[src/rtl/n_bit_multiplier_with_bcd.sv]
// Sequential N x N shift-add multiplier followed by a double-dabble conversion
// of the 2N-bit product into four BCD digits; one multiply per reset release.
module n_bit_multiplier_with_bcd #(
    parameter int N = 8
) (
    input  logic             clk,
    input  logic             reset,
    input  logic [N-1:0]     A,
    input  logic [N-1:0]     B,
    output logic [2*N-1:0]   bin_product,
    output logic [3:0]       BCD_0,
    output logic [3:0]       BCD_1,
    output logic [3:0]       BCD_2,
    output logic [3:0]       BCD_3
);

    localparam int CW = (2 * N > 2) ? $clog2(2 * N) : 1;
    localparam logic [CW-1:0] MULT_LAST = CW'(N - 1);
    localparam logic [CW-1:0] CONV_LAST = CW'(2 * N - 1);

    typedef enum logic [1:0] {LOAD, MULT, CONV, DONE} state_t;

    state_t           state_q, state_d;
    logic [CW-1:0]    cnt_q, cnt_d;
    logic [2*N-1:0]   mcand_q, mcand_d;
    logic [N-1:0]     mplier_q, mplier_d;
    logic [2*N-1:0]   acc_q, acc_d;
    logic [2*N-1:0]   sh_q, sh_d;
    logic [15:0]      bcd_q, bcd_d;
    logic [2*N-1:0]   prod_out_q, prod_out_d;
    logic [15:0]      bcd_out_q, bcd_out_d;
    logic             running;
    logic             running_d;

    logic [15:0]      bcd_adj;
    logic [15:0]      bcd_shift;

    // Digits 5..9 become 8..12, so each still fits its nibble before the shift.
    for (genvar gi = 0; gi < 4; gi++) begin : g_adj
        assign bcd_adj[gi*4 +: 4] = (bcd_q[gi*4 +: 4] >= 4'd5) ? bcd_q[gi*4 +: 4] + 4'd3
                                                               : bcd_q[gi*4 +: 4];
    end

    // Dropping bit 15 discards the carry out of the thousands digit (mod 10000).
    assign bcd_shift = {bcd_adj[14:0], sh_q[2*N-1]};

    always_comb begin
        state_d    = state_q;
        cnt_d      = cnt_q;
        mcand_d    = mcand_q;
        mplier_d   = mplier_q;
        acc_d      = acc_q;
        sh_d       = sh_q;
        bcd_d      = bcd_q;
        prod_out_d = prod_out_q;
        bcd_out_d  = bcd_out_q;
        running_d  = running;

        unique case (state_q)
            LOAD: begin
                mcand_d   = {{N{1'b0}}, A};
                mplier_d  = B;
                acc_d     = '0;
                cnt_d     = '0;
                bcd_d     = '0;
                running_d = 1'b1;
                state_d   = MULT;
            end
            MULT: begin
                acc_d    = acc_q + (mplier_q[0] ? mcand_q : '0);
                mcand_d  = mcand_q << 1;
                mplier_d = mplier_q >> 1;
                cnt_d    = cnt_q + CW'(1);
                if (cnt_q == MULT_LAST) begin
                    cnt_d   = '0;
                    sh_d    = acc_d;
                    bcd_d   = '0;
                    state_d = CONV;
                end
            end
            CONV: begin
                bcd_d = bcd_shift;
                sh_d  = sh_q << 1;
                cnt_d = cnt_q + CW'(1);
                if (cnt_q == CONV_LAST) begin
                    prod_out_d = acc_q;
                    bcd_out_d  = bcd_shift;
                    running_d  = 1'b0;
                    state_d    = DONE;
                end
            end
            DONE: begin
                state_d = DONE;
            end
            default: state_d = LOAD;
        endcase
    end

    always_ff @(posedge clk or posedge reset) begin
        if (reset) begin
            state_q    <= LOAD;
            cnt_q      <= '0;
            mcand_q    <= '0;
            mplier_q   <= '0;
            acc_q      <= '0;
            sh_q       <= '0;
            bcd_q      <= '0;
            prod_out_q <= '0;
            bcd_out_q  <= '0;
            running    <= 1'b0;
        end else begin
            state_q    <= state_d;
            cnt_q      <= cnt_d;
            mcand_q    <= mcand_d;
            mplier_q   <= mplier_d;
            acc_q      <= acc_d;
            sh_q       <= sh_d;
            bcd_q      <= bcd_d;
            prod_out_q <= prod_out_d;
            bcd_out_q  <= bcd_out_d;
            running    <= running_d;
        end
    end

    assign bin_product = prod_out_q;
    assign BCD_0       = bcd_out_q[3:0];
    assign BCD_1       = bcd_out_q[7:4];
    assign BCD_2       = bcd_out_q[11:8];
    assign BCD_3       = bcd_out_q[15:12];

endmodule

[config.mk]
export PLATFORM = sky130hd
export DESIGN_NAME = n_bit_multiplier_with_bcd
export DESIGN_NICKNAME = d
export VERILOG_FILES = /design/src/rtl/n_bit_multiplier_with_bcd.sv
export SDC_FILE = /design/constraint.sdc
export NUM_CORES = 1
export LEC_CHECK = 0
export ABC_AREA = 1
export BUFFER_PORTS_ARGS = -buffer_cell sky130_fd_sc_hd__buf_4
export CAP_MARGIN = 20
export CELL_PAD_IN_SITES_DETAIL_PLACEMENT = 1
export CELL_PAD_IN_SITES_GLOBAL_PLACEMENT = 1
export CORE_UTILIZATION = 41
export DETAILED_ROUTE_END_ITERATION = 7
export GPL_ROUTABILITY_DRIVEN = 1
export PLACE_DENSITY_LB_ADDON = 0.1
export SETUP_SLACK_MARGIN = 0.05
export SLEW_MARGIN = 40
export SYNTH_ARGS = -nofsm -noshare
export SYNTH_HDL_FRONTEND = slang
export SYNTH_SLANG_ARGS = --single-unit
export TNS_END_PERCENT = 5
[constraint.sdc]
create_clock -name clk -period 3.5 [get_ports clk]
set_input_delay 0.7 -clock clk [delete_from_list [all_inputs] [get_ports clk]]
set_output_delay 0.7 -clock clk [all_outputs]
set_load 0.05 [all_outputs]
-- After elaboration in Yosys (flattened, before gate mapping)
Index checks and enable logic that the tools add are counted.
- reductions and logical operators: 8
- order comparisons: 4
- eq/ne operators: 7
- $add $sub $neg: 6
- mux-type cells: 17
- operators by type and width (kind ; number):
    $pmux 16 s2 ; 3
    $mux 16 ; 3
    $pmux 16 s3 ; 1
    $add 16x16->16 ; 1
    $ge 4x3->1 const B ; 4
    $mux 4 ; 4
    $pmux 8 s2 ; 1
    $add 4x2->4 const B ; 3
    $pmux 4 s3 ; 1
    $pmux 2 s4 ; 1
    $reduce_and 2->1 ; 4
    $add 4x1->4 const B ; 1
    $eq 2x2->1 const B ; 2
    $eq 4x3->1 const B ; 1
    $eq 4x4->1 const B ; 1
    $mux 2 ; 2
    $ne 2x2->1 const B ; 2
    $reduce_bool 2->1 ; 2
    $add 3x2->3 const B ; 1
    $mux 3 ; 1
    $reduce_bool 3->1 ; 1
    $eq 2x1->1 const B ; 1
    $logic_not 2->1 ; 1
- bits in registers: 110
- input port bits: 18

-- Depth between registers and ports, before layout
- depth in word-level cells: 4
- mapped depth: 16

-- Worst setup path after synthesis
OpenSTA, ideal clock, no wires.
- kind: reg2reg
- start point: register mplier_q[0]
- end point: register acc_q[11]
- path slack: 1570 ps
- data arrival time: 1804 ps
- period minus slack after synthesis: 1930 ps
- path buffers: 2
- stages on the path, launching flop included: 16
- library setup time: 126 ps
- cell sequence: dfrtp_1 -> buf_2 -> clkbuf_1 -> nand2_1 -> inv_1 -> ha_1 -> nand2_1 -> inv_1 -> a21oi_1 -> nand2_2 -> nand2_1 -> nand2_1 -> nand2_1 -> nand2_1 -> nand2_1 -> o21ai_0
- cells in the longest elaborated chain, start to end: 3
- ends and longest elaborated chain (what ; line ; text):
    from (decl) ; 26 ; logic [N-1:0] mplier_q, mplier_d;
    from (signal assigned) ; 115 ; mplier_q <= mplier_d;
    $mux 16 ; 70 ; acc_d = acc_q + (mplier_q[0] ? mcand_q : '0);
    $add 16x16->16 ; 70 ;
    $pmux 16 s2 ; 59 ; unique case (state_q)
    to (signal assigned) ; 105 ; acc_q <= '0;
    to (signal assigned) ; 116 ; acc_q <= acc_d;
    to (decl) ; 27 ; logic [2*N-1:0] acc_q, acc_d;
No other way between the ends.
A chain may end at the register's enable or synchronous reset.

-- Final worst setup path
- start point: register mplier_q[0]
- end point: register sh_q[10]
- cells in the longest elaborated chain, start to end: 4
- ends and longest elaborated chain (what ; line ; text):
    $mux 16 ; 70 ;
    $add 16x16->16 ; 70 ;
    $mux 16 ; 74 ; if (cnt_q == MULT_LAST) begin
    $pmux 16 s2 ; 59 ;
    to (signal assigned) ; 106 ; sh_q <= '0;
    to (signal assigned) ; 117 ; sh_q <= sh_d;
    to (decl) ; 28 ; logic [2*N-1:0] sh_q, sh_d;
No other way between the ends. The select of a mux whose other input is x is not followed.

==> metrics.log <==
INFO  metric layer_with_the_highest_usage_after_global_routing = met2
INFO  metric ys.warnings.count = 0
INFO  metric wl_per_cell = 15.1 µm
INFO  metric post_synth.cell_area_avg = 8.10 µm²
INFO  metric core-area = 14,000 µm²
INFO  metric maximum_number_of_pins_on_one_net_before_global_route_repair = 53
INFO  metric vias_in_the_first_global_route = 5,105
INFO  metric setup_repair_after_global_routing_missed_its_margin = false
INFO  metric synth_area = 5960 µm²
INFO  metric yosys.cell_count.top_type = sky130_fd_sc_hd__nand2_1
INFO  metric postCtsSetupBuffers = 0
INFO  metric synth_flop_cell = sky130_fd_sc_hd__dfrtp_1
INFO  metric synth.yosys.seq_area_share = 0.462
INFO  metric p_leak = 3.71 nW
INFO  metric critical_path.startpoint_type = register
INFO  metric cts_max_level = 3
INFO  metric clock_tree.root_cell = sky130_fd_sc_hd__clkbuf_16
INFO  metric postSynthRegisterBits = 110
INFO  metric syn_to_final_growth = 13.7%
INFO  metric nets = 824
INFO  metric drv_slew = 0
INFO  metric clock_transition_at_the_registers_of_the_reported_paths = 70 ps
INFO  metric postSynthCellCount = 736
INFO  metric synth.top_cells.by_area = sky130_fd_sc_hd__dfrtp_1 46%, sky130_fd_sc_hd__nand2_1 14%, sky130_fd_sc_hd__inv_1 7.1%
INFO  metric grt.met1_usage = 0.292
INFO  metric cts.sink_count = 110
INFO  metric fmaxAchievable = 422 MHz
INFO  metric worst-path-max-fanout = 17
INFO  metric post-route-util = 0.483
INFO  metric numPortBuffers = 49
INFO  metric gpl.final_weighted_congestion = 0.816
INFO  metric grtUsageTotal = 0.216
INFO  metric fp-row-count = 43
INFO  metric post-route-period-util = 0.678
INFO  metric antennaDiodeCount = 0
INFO  metric max-clock-path-buffers = 2
INFO  metric dp_hpwl = 10,600 µm
INFO  metric worst_ep_required_time = 3750 ps
INFO  metric global_route.overflow_total = 0
INFO  metric dr.pass1.iters = 4
INFO  metric outcome = finished, final reports clean
INFO  metric routed-via-count = 4,776
INFO  metric cts_repair_resize_count = 0
INFO  metric synth_top_area_frac = 0.462
INFO  metric totalNegativeSetupSlack = 0 ps
INFO  metric cellPowerDensity = 744 nW/µm²
INFO  metric drcViolationCount = 0
INFO  metric worst_slew_pin_slew = 777 ps
INFO  metric grt_pass1_wl = 25,300 µm
INFO  metric antenna_left = 0
INFO  metric netlist.top_cell.by_area = sky130_fd_sc_hd__dfrtp_1
INFO  metric place_inst = 944
INFO  metric hold_class = input pin to asynchronous set/reset pin
INFO  metric timing.reg2reg.setup_slack = 1130 ps
INFO  metric max-slew-margin-rel = 0.482
INFO  metric detailedRoute.firstIterationViolations = 182
INFO  metric final_hold_viol_count = 0
INFO  metric routed_wirelength = 14,500 µm
INFO  metric timing.final.setup_violations = 0
INFO  metric die_area = 15,000 µm²
INFO  metric initial_utilization = 0.425
INFO  metric use_met2 = 0.356
INFO  metric vias_per_cell = 4.98
INFO  metric min_period = 2370 ps
INFO  metric mappedNetlistNets = 785
INFO  metric grt_antenna_before_repair = 0
INFO  metric holdWs = 420 ps
INFO  metric skew = 7.93 ps
INFO  metric endpoint_kind = register
INFO  metric finalNonFillerCells = 960
INFO  metric synthArstFlopShare = 1.00
INFO  metric cts_tree = yes
INFO  metric fp.dieH = 123 µm
INFO  metric number_of_top_level_pins = 50
INFO  metric crit_type = register to register
INFO  metric hold_buffers = 0
INFO  metric max-cap-violations = 0
INFO  metric critical_path_at = 2620 ps
INFO  metric cts_buffer_count = 9
INFO  metric yosys-top-cells-count = 219 x sky130_fd_sc_hd__nand2_1, 113 x sky130_fd_sc_hd__inv_1, 110 x sky130_fd_sc_hd__dfrtp_1
INFO  metric yosys.cell_types.count = 38
INFO  metric use_met3 = 0.0274
INFO  metric die-width = 123 µm
INFO  metric power.ir.vdd_worst = 338 µV
INFO  metric insertion_delay = 350 ps
INFO  metric layout-drive-gt1-share = 0.135
INFO  metric synth-edff-count = 0
==> report_power, final <==
part	leakage [nW]	internal [mW]	switching, mW	total [mW]
Combinational	2.17	0.693	1.44	2.14
Clock	0.150	0.649	0.473	1.12
Sequential	1.39	1.59	0.203	1.79
==> final cells by class <==
class                   instances  area [µm²]
well taps                     180         225
flip-flops and latches        110        2750
multi-input cells             483        2620
inverters                     115         435
clock inverters                 3        67.6
fillers                      1718        7260
repair buffers                 56         433
clock buffers                  13         250
==> cells by family after synthesis <==
| group | share of synthesized area |
|---|---|
| XOR/XNOR | 0.0218 |
| multiplexers | 0.00168 |
| AO/OA/AOI/OAI | 0.136 |
| flip-flops | 0.462 |
| adder cells (fa/ha/maj) | 0.0663 |
| AND/OR/NAND/NOR | 0.213 |
| buffers and inverters | 0.0999 |
==> flip-flops by register name, summed over array words and instances, names as in the netlist, 4 cells and up <==
register,cells
sh_q,16
bin_product,16
mplier_q,8
mcand_q,16
cnt_q,4
bcd_q,16
acc_q,16
bcd_out_q,16
==> routing by layer <==
| metal | vias to the layer above | part of all wire |
|---|---|---|
| met2 | 55 | 0.47 |
| met4 | 0 | 0.017 |
| met3 | 18 | 0.020 |
| met1 | 2297 | 0.49 |
| met5 | - | 0 |
| li1 | 2406 | - |
==> worst paths after layout <==
kind | to | cells after the start | startpoint
setup / recovery | sh_q[10] | 14 | mplier_q[0]
hold / removal | mplier_q[3] | 2 | reset
setup reg to reg | sh_q[10] | 14 | mplier_q[0]
hold reg to reg | sh_q[15] | 2 | sh_q[15]
max in group asynchronous | mcand_q[14] | 3 | reset
min in group clk | sh_q[15] | 2 | sh_q[15]
==> cells in the final DEF (no fill, tap or decap), types with 3 or more instances in the layout <==
| cell type | instances |
|---|---|
| sky130_fd_sc_hd__nand3_1 | 41 |
| sky130_fd_sc_hd__inv_1 | 110 |
| sky130_fd_sc_hd__nand2_2 | 4 |
| sky130_fd_sc_hd__buf_4 | 55 |
| sky130_fd_sc_hd__or2_2 | 4 |
| sky130_fd_sc_hd__ha_1 | 30 |
| sky130_fd_sc_hd__o211ai_1 | 4 |
| sky130_fd_sc_hd__clkbuf_16 | 9 |
| sky130_fd_sc_hd__nand2_1 | 219 |
| sky130_fd_sc_hd__xor2_1 | 9 |
| sky130_fd_sc_hd__inv_2 | 4 |
| sky130_fd_sc_hd__dfrtp_1 | 110 |
| sky130_fd_sc_hd__xnor2_1 | 4 |
| sky130_fd_sc_hd__o221ai_1 | 6 |
| sky130_fd_sc_hd__o22ai_1 | 20 |
| sky130_fd_sc_hd__o21ai_2 | 6 |
| sky130_fd_sc_hd__o22ai_2 | 10 |
| sky130_fd_sc_hd__o21ai_0 | 53 |
| sky130_fd_sc_hd__a21oi_1 | 22 |
| sky130_fd_sc_hd__clkbuf_1 | 3 |
| sky130_fd_sc_hd__nor2_1 | 34 |
==> critical path: stages, from the launching register on <==
cell and delay [ps]:
sky130_fd_sc_hd__dfrtp_1 580, sky130_fd_sc_hd__nand2_1 130, sky130_fd_sc_hd__inv_1 50, sky130_fd_sc_hd__ha_1 200, sky130_fd_sc_hd__fa_1 430, sky130_fd_sc_hd__nand2_1 90, sky130_fd_sc_hd__nand2_1 50, sky130_fd_sc_hd__nand3_1 60
sky130_fd_sc_hd__nand2_1 110, sky130_fd_sc_hd__nand2_1 110, sky130_fd_sc_hd__nand3b_1 90, sky130_fd_sc_hd__nand2_1 130, sky130_fd_sc_hd__nand2_1 80, sky130_fd_sc_hd__nand2_1 100, sky130_fd_sc_hd__nand2_1 50
==> through the flow <==
step / total power, mW / worst slack [ps] / area, µm²
after detailed placement: 3.96 / 1160 / 6460
after CTS: 5.10 / 1130 / 6780
final: 5.05 / 1130 / 6780
after global routing: 5.39 / 880 / 6780
after floorplan: 3.32 / 1470 / 5970
after global placement: 3.88 / 1000 / 6460
Power figures use the tool's default switching activity.
